**config.mk**
```make
export PLATFORM = sky130hd
export DESIGN_NAME = mac
export DESIGN_NICKNAME = d
export VERILOG_FILES = /design/src/rtl/mac.sv
export SDC_FILE = /design/constraint.sdc
export NUM_CORES = 1
export LEC_CHECK = 0
export CAP_MARGIN = 20
export CORE_MARGIN = 5
export CORE_UTILIZATION = 60
export CTS_CLUSTER_SIZE = 16
export DETAILED_ROUTE_END_ITERATION = 10
export GPL_TIMING_DRIVEN = 0
export PLACE_DENSITY = 0.81
export SYNTH_ARGS = -nofsm -noshare
export SYNTH_HDL_FRONTEND = slang
export SYNTH_SLANG_ARGS = --single-unit
```
**constraint.sdc**
```tcl
create_clock -name clk_i -period 13.2 [get_ports clk_i]
set_input_delay 1.32 -clock clk_i [delete_from_list [all_inputs] [get_ports clk_i]]
set_output_delay 1.32 -clock clk_i [all_outputs]
set_load 0.1 [all_outputs]
```
**src/rtl/mac.sv**
```systemverilog
// rtl/mac.sv - signed multiply-accumulate producing one dot product per vector
module mac #(
    parameter int IN_W  = 8,
    parameter int OUT_W = 32
) (
    input  logic                    clk_i,
    input  logic                    rstn_i,
    input  logic                    dsp_enable_i,
    input  logic signed [IN_W-1:0]  dsp_input_i,
    input  logic signed [IN_W-1:0]  dsp_weight_i,
    input  logic                    dsp_valid_i,
    output logic                    dsp_valid_o,
    output logic signed [OUT_W-1:0] dsp_output_o
);

    logic signed [2*IN_W-1:0] product;
    logic signed [OUT_W-1:0]  product_ext;
    logic signed [OUT_W-1:0]  acc;
    logic signed [OUT_W-1:0]  sum;

    assign product     = dsp_input_i * dsp_weight_i;
    assign product_ext = {{(OUT_W-2*IN_W){product[2*IN_W-1]}}, product};
    // Wraps silently at OUT_W bits; no saturation.
    assign sum         = acc + product_ext;

    always_ff @(posedge clk_i) begin
        if (!rstn_i) begin
            acc          <= '0;
            dsp_output_o <= '0;
            dsp_valid_o  <= 1'b0;
        end else begin
            dsp_valid_o <= 1'b0;
            if (dsp_enable_i) begin
                if (dsp_valid_i) begin
                    dsp_output_o <= sum;
                    dsp_valid_o  <= 1'b1;
                    acc          <= '0;
                end else begin
                    acc <= sum;
                end
            end
        end
    end

endmodule

```
==> results of run 1 <==
## critical path: stages
cell	delay (ps)
clkdlybuf4s50_1	650
nand2_1	210
fa_1	650
fa_1	830
inv_1	440
fa_1	640
fa_1	420
ha_1	280
ha_1	260
buf_2	170
a21oi_1	310
o21ai_0	210
nor3_1	310
a211oi_4	130
a21oi_1	210
xor2_1	340
o21ai_0	150
## sequential cells by signal (all words and copies together), names as in the netlist
signal and flops:
dsp_output_o 32, acc 32, dsp_valid_o 1
## routing by layer
metal | vias to the layer above | part of all wire (%)
li1 | 2742 | -
met3 | 44 | 5.0
met5 | - | 0
met1 | 2962 | 41
met4 | 0 | 2.8
met2 | 204 | 51
## synthesized netlist by cell type, types with 3 or more instances
cell type,instances
a2111oi_0,3
ha_1,70
o21ai_1,4
clkbuf_1,16
inv_1,100
xor2_1,10
a21o_1,8
o21bai_1,6
nor2_1,42
a211oi_1,7
a21oi_1,46
xnor2_1,22
o21a_1,4
a211o_1,3
dfxtp_1,65
a31oi_1,6
o211ai_1,6
fa_1,136
nand2_1,79
nand2b_1,5
nand3_1,21
buf_6,3
nor3_1,10
nor3b_1,4
or3_1,6
a22oi_1,7
and2_1,43
nand4_1,4
clkbuf_8,3
o21ai_0,21
o22ai_1,7
## how the worst max path moves through the flow
| stage | from | end | depth (start not counted) |
|---|---|---|---|
| 6_report | dsp_input_i[7] | dsp_output_o[27] | 17 |
| 5_1_grt | dsp_input_i[7] | acc[28] | 18 |
| 4_1_cts | dsp_input_i[7] | dsp_output_o[27] | 17 |
| 3_5_place_dp | dsp_input_i[7] | dsp_output_o[26] | 17 |
| 3_3_place_gp | dsp_input_i[7] | acc[23] | 18 |
| 2_1_floorplan | dsp_input_i[7] | dsp_output_o[29] | 17 |
## logic make-up after synthesis
logic type      count (synthesis)
flops                          65
simple gates                  223
xor+xnor                       32
buf+inv                       127
compound gates                145
fa+ha+maj                     206
## area by class of cell
type | instances | area, um^2
buffer | 25 | 151.4
clock buffer | 9 | 225.2
clock inverter | 7 | 76.32
fill | 994 | 3876
inverter | 102 | 382.9
multi-input combinational | 606 | 5924
sequential | 65 | 1301
tap | 172 | 215.2
timing repair buffer | 50 | 518.0
## through the flow
| step | instances | hold slack, ps |
|---|---|---|
| after floorplan | 798 | 449.4 |
| after global placement | 1019 | 444.9 |
| after detailed placement | 1020 | 449.7 |
| after CTS | 1036 | 457.8 |
| after global routing | 1036 | 489.3 |
| final | 1036 | 454.9 |
==> flow_summary_export.csv, run 1 <==
group,metric,value,unit
critical_path,arrival,7550,ps
cells_and_area,fin_util,69.41,%
cells_and_area,final_area,0.008795,mm^2
synthesis,synthTopCellsByArea,"fa_1 35%, dfxtp_1 17%, ha_1 11%",
grt,use_met2,46.43,%
synthesis,synth_cell_types,56,
grt,gr-usage-met3,4.496,%
timing,slew_headroom,32.93,%
floorplan,core_area,0.01267,mm^2
hold_path,min_from,"dsp_output_o[2]",
timing,hold_violations,0,
synthesis,synth_top_cell_by_area,"fa_1",
synthesis,synth_enable_flop_cells,0,
timing,grt_setup_unrepaired,"false",
critical_path,reg2reg_depth,19,
synthesis,synth_flop_cell,"dfxtp_1",
place,io_buffer_count,49,
flow_run,cap_violations,0,
grt,grt_max_degree,26,
clock_network,cts_root_buffer,"clkbuf_16",
floorplan,rows,41,
grt,grt-busiest-layer,"met2",
floorplan,die_h,123.7,um
floorplan,initial_core_util,61.23,%
critical_path,criticalPathCategory,"input port to flip-flop",
timing,finalSetupTns,0,ps
clock_network,cts_tree,"done",
cells_and_area,antenna_cells,0,
clock_network,numCtsBuffers,9,
grt,grt_pass1_wl,31530,um
clock_network,cts.clk_slew.worst_paths,60,ps
synthesis,syn_area_per_cell,9.723,um^2
place,pre_cts_ws,5621,ps
hold_path,hold_depth,2,
timing,fmax,136.0,MHz
cells_and_area,final_cell_mix,"136 x fa_1, 100 x inv_1, 79 x nand2_1",
cells_and_area,final_common_cell,"fa_1",
detailed_routing,wl,19020,um
synthesis,synth_top_family_by_area,"adder cells",
detailed_routing,drtIter0Drc,318,
clock_network,cts_sinks,65,
critical_path,r2r_slack,7920,ps
clock_network,clkLatencyLatePin,330,ps
grt,grt_pass1_vias,6445,
status,outcome,"completed",
clock_network,postCtsSetupRepairBufs,0,
synthesis,syn-cell-area,0.007759,mm^2
timing,finalCritPeriodShare,55.69,%
timing,tightest_slew,1003,ps
timing,finalCriticalPeriod,7352,ps
synthesis,synth-xor-area-share,3.612,%
critical_path,path_max_fanout,13,
clock_network,cts_resized,0,
place,gp_congestion,0.9360,
place,placed_cell_area,0.008493,mm^2
place,hpwl,15910,um
grt,antenna_found_initial,0,
detailed_routing,drc,0,
clock_network,ctsHoldBuffers,0,
synthesis,ys_warn_count,0,
critical_path,crit_path_end_kind,"flip-flop",
timing,slew_viol_final,0,
synthesis,synth-compound-area-share,12.37,%
synthesis,yosys.area_share.simple,13.98,%
cells_and_area,syn_to_final_growth,13.35,%
synthesis,syn_inst,798,
timing,finalSetupViolCount,0,
cells_and_area,post_route_cells_drive_above_1_share,4.745,%
synthesis,ys_seq_elements,65,
detailed_routing,viasPerCell,5.745,
floorplan,io_pins,53,
timing,skew,6.129,ps
critical_path,required,13400,ps
detailed_routing,routedWlPerCell,18.36,um
hold_path,whs_endpoint,"dsp_output_o[2]",
critical_path,worstSetupStartpointType,"input port",
synthesis,synthAdderAreaFrac,46.38,%
critical_path,rr_endpoint,"acc[30]",
clock_network,clockBufferDepth,2,
synthesis,syn_nets,1024,
synthesis,synth_seq_area_share,16.77,%
floorplan,dieArea,0.01531,mm^2
detailed_routing,first_pass_iters,6,
grt,grt_overflow,0,
synthesis,async_reset_ff_share,0,%
detailed_routing,vias,5952,
hold_path,worstHoldPathType,"flip-flop to flip-flop",
cells_and_area,num-nets-final,1085,
synthesis,synth_top_area_share,35.09,%
grt,grt_use_total,26.54,%
grt,met1_usage,33.46,%
floorplan,fp.dieW,123.7,um
critical_path,rr_startpoint,"acc[4]",
clock_network,h-tree-depth,3,
detailed_routing,antenna_left,0,
synthesis,synthMuxAreaShare,0,%
timing,setup_ws,5848,ps
Power of run 1 is not shown: default switching activity piles up to over one toggle a cycle in this logic, so the estimate is an artifact.
==> inputs of run 2 (changes only) <==
==> constraint.sdc (replaced) <==
create_clock -name clk_i -period 7.4 [get_ports clk_i]
set_input_delay 0.74 -clock clk_i [delete_from_list [all_inputs] [get_ports clk_i]]
set_output_delay 0.74 -clock clk_i [all_outputs]
set_load 0.1 [all_outputs]
==> results of run 2 <==
Same layout as run 1 (identical final DEF). Status: completed.
Main changes from that run: setup slack after placement 5621 ps -> 400.7 ps; setup slack after layout 5848 ps -> 628.4 ps; register-to-register setup slack 7920 ps -> 2120 ps
Power of run 2 is left out for the same reason.
==> inputs of run 3 (changes only) <==
--- a/config.mk
+++ b/config.mk
@@ -7,11 +7,12 @@
 export LEC_CHECK = 0
 export CAP_MARGIN = 20
 export CORE_MARGIN = 5
-export CORE_UTILIZATION = 60
+export CORE_UTILIZATION = 45
 export CTS_CLUSTER_SIZE = 16
 export DETAILED_ROUTE_END_ITERATION = 10
 export GPL_TIMING_DRIVEN = 0
-export PLACE_DENSITY = 0.81
+export HOLD_SLACK_MARGIN = 0.12
+export MAX_ROUTING_LAYER = met4
 export SYNTH_ARGS = -nofsm -noshare
 export SYNTH_HDL_FRONTEND = slang
 export SYNTH_SLANG_ARGS = --single-unit
==> flow_summary_export.csv, run 3 (synthesis gave the netlist of run 1 again) <==
group,metric,value,unit
status,outcome,"completed",
place,io_buffer_count,49,
place,pre_cts_ws,261.7,ps
floorplan,fp.dieW,141.3,um
place,dpl.cell_count,1073,
cells_and_area,final_cell_mix,"136 x fa_1, 100 x inv_1, 79 x nand2_1",
timing,skew,8.683,ps
grt,grt_overflow,0,
critical_path,cp_slowest_cell,"and2_2",
timing,fmax,146.6,MHz
critical_path,slowest_delay,810,ps
timing,tightest_slew,1018,ps
grt,grt_pass1_vias,6260,
detailed_routing,wl,19160,um
detailed_routing,drtIter0Drc,198,
detailed_routing,antenna_left,0,
critical_path,crit_buf_inv,3,
critical_path,endpoint,"acc[18]",
cells_and_area,num-nets-final,1085,
critical_path,arrival,7020,ps
detailed_routing,drc,0,
detailed_routing,vias,5736,
floorplan,dieArea,0.01997,mm^2
critical_path,criticalPathCategory,"input port to flip-flop",
timing,setup_ws,579.9,ps
clock_network,h-tree-depth,3,
place,gp_congestion,0.9347,
critical_path,required,7600,ps
critical_path,cp_top_family,"adder cells",
grt,grt_max_degree,26,
floorplan,initial_core_util,45.33,%
critical_path,worstPathCellList,"clkdlybuf4s50_1 -> and2_2 -> inv_1 -> fa_1 -> inv_1 -> fa_1 -> fa_1 -> fa_1 -> fa_1 -> ha_1 -> a2111oi_0 -> o21ai_0 -> a21boi_1 -> a21oi_1 -> xnor2_1 -> nor2_1 -> a21oi_1 -> nor2_1",
grt,grt_use_total,21.03,%
critical_path,startpoint,"dsp_input_i[7]",
clock_network,clockBufferDepth,2,
flow_run,cap_violations,0,
clock_network,cts.clk_slew.worst_paths,60,ps
grt,antenna_found_initial,0,
floorplan,die_h,141.3,um
floorplan,core_area,0.01712,mm^2
place,hpwl,16190,um
detailed_routing,viasPerCell,5.267,
clock_network,postCtsSetupRepairBufs,0,
hold_path,worstHoldPathType,"flip-flop to flip-flop",
clock_network,clkLatencyLatePin,330,ps
critical_path,r2r_slack,2200,ps
critical_path,cp.depth,18,
timing,finalSetupViolCount,0,
critical_path,path_max_fanout,25,
floorplan,io_pins,53,
cells_and_area,final_common_cell,"fa_1",
clock_network,cts_tree,"done",
clock_network,cts_sinks,65,
cells_and_area,antenna_cells,0,
timing,finalCritPeriodShare,92.16,%
timing,hold_violations,0,
critical_path,rr_endpoint,"acc[18]",
critical_path,reg2reg_depth,19,
timing,finalCriticalPeriod,6820,ps
floorplan,rows,48,
clock_network,cts_root_buffer,"clkbuf_16",
clock_network,numCtsBuffers,9,
critical_path,crit_top_cell,"fa_1",
cells_and_area,final_cells,1089,
clock_network,ctsHoldBuffers,0,
detailed_routing,first_pass_iters,5,
timing,slew_viol_final,0,
cells_and_area,post_route_cells_drive_above_1_share,4.745,%
cells_and_area,syn_to_final_growth,14.68,%
critical_path,worstSetupStartpointType,"input port",
critical_path,crit_path_end_kind,"flip-flop",
clock_network,cts_resized,0,
timing,grt_setup_unrepaired,"false",
critical_path,rr_startpoint,"acc[4]",
cells_and_area,top_regs,"acc: 32 flops, dsp_output_o: 32 flops, dsp_valid_o: 1 flops",
timing,slew_headroom,31.90,%
detailed_routing,routedWlPerCell,17.59,um
grt,grt_pass1_wl,32370,um
run 3: changes by cell type in the layout (fill, tap and decap cells not counted), sizes merged:
cell      change
inv           -1
clkinvlp      -1
bufinv        +1
clkinv        -1
clkbuf        +2
run 3: how the worst min path moves through the flow:
stage	cells past startpoint	from	to	slack, ps
3_5_place_dp	2	dsp_output_o[0]	dsp_output_o[0]	450
4_1_cts	2	dsp_output_o[0]	dsp_output_o[0]	460
6_report	2	dsp_output_o[0]	dsp_output_o[0]	460
5_1_grt	2	dsp_output_o[1]	dsp_output_o[1]	480
2_1_floorplan	2	acc[0]	acc[0]	450
3_3_place_gp	2	dsp_output_o[1]	dsp_output_o[1]	450
run 3: per-layer routing:
| metal | GRT usage, % | share of wire [%] | up-vias |
|---|---|---|---|
| met5 | - | 0 | - |
| met4 | 5.711 | 2.0 | 0 |
| met3 | 2.865 | 3.5 | 29 |
| met2 | 35.92 | 52 | 120 |
| met1 | 26.37 | 43 | 2847 |
| li1 | - | - | 2740 |
run 3: final cells by class:
type	instances	area, um^2
Multi-Input combinational cell	606	5924
Clock inverter	5	85.08
Inverter	102	382.9
Sequential cell	65	1301
Fill cell	1590	8219
Clock buffer	11	252.7
Tap cell	225	281.5
Buffer	25	151.4
Timing Repair Buffer	50	518.0
run 3: stage by stage:
step / utilization, % / area [um^2] / hold slack [ps] / setup TNS [ps]
global route: 51.98 / 8897 / 476.8 / 0
floorplan: - / 7759 / 449.4 / 0
detailed placement: 50.01 / 8559 / 453.9 / 0
finish: 51.98 / 8897 / 459.4 / 0
CTS: 51.98 / 8897 / 461.8 / 0
global placement: 49.84 / 8531 / 446.9 / -4185
run 3: worst register-to-register path: cells and delay by family, from the launching register on:
family	cells	cell delay [ps]
compound gates	5	1250
xor+xnor	1	370
fa+ha+maj	7	2770
buf+inv	4	210
flops	1	300
simple gates	2	170
Power of run 3 is left out for the same reason.
